<file path="config.mk">
export PLATFORM = sky130hd
export DESIGN_NAME = stepper_pos_ctrl
export DESIGN_NICKNAME = d
export VERILOG_FILES = /design/src/rtl/stepper_pos_ctrl.sv
export SDC_FILE = /design/constraint.sdc
export NUM_CORES = 1
export LEC_CHECK = 0
export BUFFER_PORTS_ARGS = -buffer_cell sky130_fd_sc_hd__buf_2
export CAP_MARGIN = 40
export CORE_ASPECT_RATIO = 1.1
export CORE_MARGIN = 2
export CORE_UTILIZATION = 30
export CTS_CLUSTER_DIAMETER = 80
export CTS_CLUSTER_SIZE = 30
export DETAILED_ROUTE_END_ITERATION = 7
export PLACE_DENSITY_LB_ADDON = 0.2
export REMOVE_ABC_BUFFERS = 1
export SKIP_CTS_REPAIR_TIMING = 1
export SYNTH_ARGS = -nofsm -noshare
export SYNTH_HDL_FRONTEND = slang
export SYNTH_SLANG_ARGS = --single-unit
</file>
<file path="constraint.sdc">
create_clock -name clock -period 4.4 [get_ports clock]
set_clock_uncertainty 0.05 [all_clocks]
set_input_delay 0.88 -clock clock [delete_from_list [all_inputs] [get_ports clock]]
set_output_delay 0.88 -clock clock [all_outputs]
set_load 0.02 [all_outputs]
</file>
<file path="src/rtl/stepper_pos_ctrl.sv">
// stepper_pos_ctrl: homes a stepper carriage against end_left, then steps it to a
//   commanded absolute position while tracking the position.
// Latency: target_valid is latched on the next clock; the first step edge follows
//   after 0 or DIR_SETUP cycles (the wait is skipped when the direction is unchanged).
// Backpressure: none; trava holds motion at the next step boundary and a new target
//   takes effect at the next step boundary.
//
// Optional feature macro: ACCEL_EN (trapezoidal half-period ramp on moves).
//
// Ports:
//   clock, reset          system clock, synchronous active-high reset
//   calib                 1-cycle pulse, start homing from any state
//   target_pos/_valid     absolute target (clamped to POS_MAX) and its strobe
//   trava                 hold: no new step pulse starts while high
//   end_left/end_right    limit switches, active-high, already synchronised
//   step, dir             motor driver pins (dir=1 moves right, position increments)
//   busy, calib_done      activity / homed status
//   fault                 limit-switch or homing-timeout fault
//   current_pos           tracked position
//   db_estado             FSM state code for the debug display
module stepper_pos_ctrl #(
  parameter int STEP_HALF  = 25000,
  parameter int DIR_SETUP  = 50,
  parameter int POS_MAX    = 2000,
  parameter int BACKOFF    = 20,
  parameter int START_HALF = 100000,
  parameter int RAMP_DEC   = 500
) (
  input  logic        clock,
  input  logic        reset,
  input  logic        calib,
  input  logic [15:0] target_pos,
  input  logic        target_valid,
  input  logic        trava,
  input  logic        end_left,
  input  logic        end_right,
  output logic        step,
  output logic        dir,
  output logic        busy,
  output logic        calib_done,
  output logic        fault,
  output logic [15:0] current_pos,
  output logic [3:0]  db_estado
);

  // The cycle counter is shared by the half-period, direction-setup and ramp
  // arithmetic, so it is sized for the largest of those quantities.
  localparam int MAX_AB     = (STEP_HALF > START_HALF) ? STEP_HALF : START_HALF;
  localparam int MAX_CD     = (DIR_SETUP > RAMP_DEC) ? DIR_SETUP : RAMP_DEC;
  localparam int CNT_MAX    = (MAX_AB > MAX_CD) ? MAX_AB : MAX_CD;
  localparam int CW         = $clog2(CNT_MAX + 1);
  localparam int SEEK_LIMIT = POS_MAX + BACKOFF + 16;
  localparam int NW         = $clog2(SEEK_LIMIT + 1);

  localparam logic [CW-1:0] SETUP_LOAD = CW'(DIR_SETUP - 1);
  localparam logic [CW-1:0] HALF_LOAD  = CW'(STEP_HALF - 1);
  localparam logic [NW-1:0] SEEK_N     = NW'(SEEK_LIMIT);
  localparam logic [NW-1:0] BACKOFF_N  = NW'(BACKOFF);
  localparam logic [15:0]   POS_TOP    = 16'(POS_MAX);

  typedef enum logic [3:0] {
    S_IDLE    = 4'd0,
    S_SEEK    = 4'd1,
    S_BACKOFF = 4'd2,
    S_READY   = 4'd3,
    S_SETUP   = 4'd4,
    S_STEP_HI = 4'd5,
    S_STEP_LO = 4'd6,
    S_FAULT   = 4'd7
  } state_t;

  // Homing keeps SEEK/BACKOFF visible on db_estado for its whole duration, so
  // the pulse timing inside those states runs on a private sub-phase.
  typedef enum logic [1:0] {
    PH_WAIT = 2'd0,
    PH_HI   = 2'd1,
    PH_LO   = 2'd2
  } phase_t;

  state_t        state;
  phase_t        phase;
  logic [CW-1:0] cnt;
  logic [CW-1:0] half_load;
  logic [NW-1:0] nstep;
  logic [15:0]   tgt;
  logic          want_up;
  logic          at_tgt;

  assign db_estado = state;
  assign want_up   = (tgt > current_pos);
  assign at_tgt    = (tgt == current_pos);

  function automatic logic [15:0] clamp_pos(input logic [15:0] v);
    return (v > POS_TOP) ? POS_TOP : v;
  endfunction

  // busy is registered together with the state it decodes.
  task automatic go(input state_t s);
    state <= s;
    busy  <= (s == S_SEEK) || (s == S_BACKOFF) || (s == S_SETUP) ||
             (s == S_STEP_HI) || (s == S_STEP_LO);
  endtask

  // Position moves on the rising step edge, so current_pos always counts the
  // pulse that is in flight.
  task automatic start_step();
    go(S_STEP_HI);
    step        <= 1'b1;
    current_pos <= dir ? current_pos + 16'd1 : current_pos - 16'd1;
    cnt         <= HALF_LOAD;
  endtask

`ifdef ACCEL_EN
  localparam logic [CW-1:0] HALF_MIN = CW'(STEP_HALF);
  localparam logic [CW-1:0] HALF_MAX = CW'(START_HALF);
  localparam logic [CW-1:0] HALF_DEC = CW'(RAMP_DEC);

  logic [CW-1:0] half;
  logic [CW-1:0] half_next;
  logic [15:0]   ramp_cnt;
  logic [15:0]   ramp_next;
  logic [15:0]   remaining;

  // Steps still to go before the pulse about to start (inclusive).
  assign remaining = dir ? (tgt - current_pos) : (current_pos - tgt);
  assign half_load = half - CW'(1);

  // Decelerate once the steps left no longer exceed the steps spent
  // accelerating; otherwise keep shortening the half-period to the floor.
  always_comb begin
    half_next = half;
    ramp_next = ramp_cnt;
    if (remaining <= ramp_cnt) begin
      if (({1'b0, half} + {1'b0, HALF_DEC}) >= {1'b0, HALF_MAX}) begin
        half_next = HALF_MAX;
      end else begin
        half_next = half + HALF_DEC;
      end
      if (ramp_cnt != 16'd0) begin
        ramp_next = ramp_cnt - 16'd1;
      end
    end else if (half > HALF_MIN) begin
      if ((half - HALF_MIN) > HALF_DEC) begin
        half_next = half - HALF_DEC;
      end else begin
        half_next = HALF_MIN;
      end
      ramp_next = ramp_cnt + 16'd1;
    end
  end

  task automatic ramp_restart();
    half     <= HALF_MAX;
    ramp_cnt <= 16'd0;
    cnt      <= HALF_MAX - CW'(1);
  endtask

  task automatic ramp_advance();
    half     <= half_next;
    ramp_cnt <= ramp_next;
    cnt      <= half_next - CW'(1);
  endtask
`else
  assign half_load = HALF_LOAD;

  task automatic ramp_restart();
  endtask

  task automatic ramp_advance();
  endtask
`endif

  always_ff @(posedge clock) begin
    if (reset) begin
      state       <= S_IDLE;
      phase       <= PH_WAIT;
      busy        <= 1'b0;
      step        <= 1'b0;
      dir         <= 1'b0;
      calib_done  <= 1'b0;
      fault       <= 1'b0;
      current_pos <= 16'd0;
      tgt         <= 16'd0;
      cnt         <= '0;
      nstep       <= '0;
`ifdef ACCEL_EN
      half        <= HALF_MIN;
      ramp_cnt    <= 16'd0;
`endif
    end else begin
      if (target_valid && !(state inside {S_IDLE, S_SEEK, S_BACKOFF})) begin
        tgt <= clamp_pos(target_pos);
      end

      if (calib) begin
        go(S_SEEK);
        phase      <= PH_WAIT;
        step       <= 1'b0;
        dir        <= 1'b0;
        fault      <= 1'b0;
        calib_done <= 1'b0;
        cnt        <= SETUP_LOAD;
        nstep      <= '0;
      end else if (state != S_SEEK && (dir ? end_right : end_left)) begin
        go(S_FAULT);
        step       <= 1'b0;
        fault      <= 1'b1;
        calib_done <= 1'b0;
      end else begin
        case (state)
          S_IDLE, S_FAULT: begin
          end

          S_SEEK, S_BACKOFF: begin
            if (cnt != '0) begin
              cnt <= cnt - CW'(1);
            end else if (phase == PH_HI) begin
              step  <= 1'b0;
              phase <= PH_LO;
              cnt   <= HALF_LOAD;
            end else if (state == S_SEEK) begin
              // Step boundary while seeking: switch, timeout, or next pulse.
              if (end_left) begin
                go(S_BACKOFF);
                current_pos <= 16'd0;
                dir         <= 1'b1;
                phase       <= PH_WAIT;
                cnt         <= SETUP_LOAD;
                nstep       <= '0;
              end else if (nstep == SEEK_N) begin
                go(S_FAULT);
                fault <= 1'b1;
              end else begin
                step  <= 1'b1;
                phase <= PH_HI;
                cnt   <= HALF_LOAD;
                nstep <= nstep + NW'(1);
              end
            end else begin
              if (nstep == BACKOFF_N) begin
                // Park at the backoff point: the stale pre-homing target
                // must not drive the carriage back into the switch.
                go(S_READY);
                calib_done <= 1'b1;
                tgt        <= current_pos;
              end else begin
                step        <= 1'b1;
                phase       <= PH_HI;
                cnt         <= HALF_LOAD;
                nstep       <= nstep + NW'(1);
                current_pos <= current_pos + 16'd1;
              end
            end
          end

          S_READY: begin
            if (!at_tgt && !trava) begin
              if (want_up == dir) begin
                start_step();
                ramp_restart();
              end else begin
                go(S_SETUP);
                dir <= want_up;
                cnt <= SETUP_LOAD;
              end
            end
          end

          S_SETUP: begin
            if (cnt != '0) begin
              cnt <= cnt - CW'(1);
            end else if (trava || at_tgt || (want_up != dir)) begin
              // Conditions changed during the wait; READY re-decides.
              go(S_READY);
            end else begin
              start_step();
              ramp_restart();
            end
          end

          S_STEP_HI: begin
            if (cnt != '0) begin
              cnt <= cnt - CW'(1);
            end else begin
              go(S_STEP_LO);
              step <= 1'b0;
              cnt  <= half_load;
            end
          end

          S_STEP_LO: begin
            if (cnt != '0) begin
              cnt <= cnt - CW'(1);
            end else if (at_tgt || trava) begin
              go(S_READY);
            end else if (want_up != dir) begin
              go(S_SETUP);
              dir <= want_up;
              cnt <= SETUP_LOAD;
            end else begin
              start_step();
              ramp_advance();
            end
          end

          default: begin
            go(S_IDLE);
            step <= 1'b0;
          end
        endcase
      end
    end
  end

endmodule

</file>
==> flow_summary.yaml <==
run_status:
  status: "completed"
worst_setup_path:
  reg2reg_to: "current_pos[3]"
  start_kind: "flop"
  path_max_fanout: 30
  crit_required_ps: 4630
  cp-startpoint: "current_pos[11]"
  worstPathArrival_ps: 3990
  crit_type: "reg -> reg"
  worst-r2r-cell-count: 9
  ff2ff_setup_slack_ps: 640
  crit_path_end: "current_pos[3]"
  critPathCaptureType: "flop"
  regToRegStartpoint: "current_pos[11]"
detailed_routing:
  vias: 5290
  ant_nets: 0
  drc: 0
  firstDrtPassIters: 5
  finalWirelength_um: 16200
  drtIter0Drc: 427
  vias_per_cell: 5.78
  routedWlPerCell_um: 17.7
sta:
  final-hold-violation-count: 0
  slew_headroom_pct: 39.8
  finalSetupViolations: 0
  setup_tns_ps: 0
  slew_viol_final: 0
  min_period_ps: 3760
  finalWorstSetupSlack_ps: 636
  rsz0062_at_grt: "no"
  worst_slew_pin_slew_ps: 902
  max_freq_ghz: 0.266
  min_period_over_period_pct: 85.5
global_routing:
  grt.overflow.total: 0
  track_usage_pct: 18.4
  grt_max_degree: 38
  antenna_found_initial: 0
  grt_pass1_vias: 4965
  grt_pass1_wl_um: 26200
yosys:
  ys.flop_type: "dfxtp_1"
  synth_top_area_share_pct: 27.8
  synthDistinctLibCells: 74
  synth_area_um2: 5050
  synth_edf_count: 0
  synth_area_leader_cell: "dfxtp_1"
  yosysSeqAreaShare_pct: 27.8
  synth.area.top_cells: "dfxtp_1 (28%), a21oi_1 (6.3%), o21ai_0 (5.4%), ha_1 (5.2%), nor2_1 (4.9%)"
  ys_ff_latch: 70
  synth_cells: 676
  postSynth.asyncResetShare_pct: 0
  yosysWarnings: 0
  avgSynthCellArea_um2: 7.46
power_and_ir_drop:
  power.density_nw_per_um2: 387
  power_w: 0.00222
  peakVddDrop_v: 0.000178
  leakagePower_nw: 2.17
cts:
  cts_inserted_buffers: 9
  insertion_delay_ps: 350
  cts_sinks: 70
  cts_buffer_depth: 2
  root_buffer: "clkbuf_16"
  clkTransAtPathRegs_ps: 60
  cts_max_level: 3
  cts_tree: "built"
place:
  io_buffers: 46
  hpwlAfterDp_um: 11800
  placed_cells: 900
  place.gp.congestion: 0.882
  pre_cts_ws_ps: 666
final_layout:
  n_fill_cell: 1763
  num_antenna_cells: 0
  stdcell_count: 915
  drive_gt1_share_pct: 12.4
  final_util_pct: 34.9
  multi_input_area_um2: 3340
  fin_nets: 751
  seq_area_um2: 1400
  areaGrowthSynthToFinish_pct: 13.6
floorplanning:
  die_area_um2: 17900
  core-area_um2: 16400
  die-height_um: 140
  start_util_pct: 30.7
  ios: 48
  die_x_um: 128
  rows: 49
min_path:
  min_path_cells: 2
  hold_class: "reg -> reg"
job:
  cap_violations: 0
## cells in the final DEF, fill, tap and decap left out, types with 5 or more instances in the layout
cell	instances
dfxtp_1	70
nor2_1	66
a21oi_1	64
nand2_1	62
o21ai_0	54
buf_2	46
inv_1	30
nand3_1	25
ha_1	21
or3_1	20
a31oi_1	18
nor3_1	17
buf_4	14
nand4_1	13
a211oi_1	11
xnor2_1	10
nor2b_1	9
o22ai_1	9
clkbuf_16	9
o211ai_1	7
a21o_1	7
and4_1	7
nor4_1	7
mux2i_1	7
and2_1	6
a221oi_1	6
nand2b_1	5
## cells in the mapped netlist (all sizes together), types with 5 or more instances
cell    instances
xnor2          10
nor3           19
nor4            8
and4            7
nand2          62
mux2i           7
o22ai           9
nor2b           9
nand2b          5
a31oi          19
or3            20
clkbuf         27
a21o            7
inv            30
nand4          16
a211oi         11
nor2           66
a221oi          6
o21ai          56
o211ai          7
dfxtp          70
ha             21
and2            6
nor3b           5
nand3          25
buf            13
a21oi          64
## cells by family after synthesis
group | after synthesis | synth area share, %
AO/OA/AOI/OAI | 220 | 27.9
XOR/XNOR | 14 | 2.43
adder cells (fa/ha/maj) | 21 | 5.21
buffers and inverters | 71 | 5.95
flip-flops | 70 | 27.8
multiplexers | 8 | 1.61
other | 1 | 0.0743
AND/OR/NAND/NOR | 271 | 29.0
## final cells by class
type                       instances  area share (%)
sequential                        70            24.4
inverter                          31            2.03
clock inverter                     4           0.851
multi-input combinational        535            58.3
tap                              204            4.45
timing repair buffer              60            5.85
clock buffer                      11            4.06
## power by group
group          internal [W]  leakage [nW]  switching [W]
Clock              0.000435         0.139       0.000284
Combinational      0.000281          1.46       0.000516
Sequential         0.000663         0.567      0.0000381
## state kept, by name, summed over array words and instances (netlist names)
| signal | flops |
|---|---|
| phase | 2 |
| current_pos | 16 |
| fault | 1 |
| calib_done | 1 |
| step | 1 |
| tgt | 16 |
| db_estado | 3 |
| busy | 1 |
| cnt | 17 |
| nstep | 11 |
| dir | 1 |
## worst max-delay path: stages, from the launching register on
cell and delay, ps:
dfxtp_1 480, inv_1 180, ha_1 350, nand4_1 200
nor4_1 650, a31oi_4 150, mux2i_1 190, a221o_1 700
or4_1 590, a21oi_1 160
## metal layers
metal | vias up | share of wire (%) | GRT usage, % | routed length, um
li1 | 2591 | - | - | -
met1 | 2505 | 46 | 24.5 | 7430
met2 | 164 | 46 | 29.2 | 7430
met3 | 30 | 5.4 | 3.21 | 876
met4 | 0 | 2.6 | 8.16 | 414
met5 | - | 0 | 0 | 0
## metrics by stage
stage / hold WS [ps] / instance area (um^2)
2_1_floorplan: 391 / 4860
3_3_place_gp: 404 / 5450
3_5_place_dp: 426 / 5450
4_1_cts: 433 / 5730
5_1_grt: 448 / 5730
6_report: 427 / 5730
## worst min-delay path by stage
stage	start	to	slack [ps]
finish	calib_done	calib_done	430
global route	tgt[15]	tgt[15]	450
CTS	cnt[16]	cnt[16]	430
detailed placement	cnt[16]	cnt[16]	430
global placement	calib_done	calib_done	400
floorplan	tgt[11]	tgt[11]	390
Power figures use the tool's default switching activity.
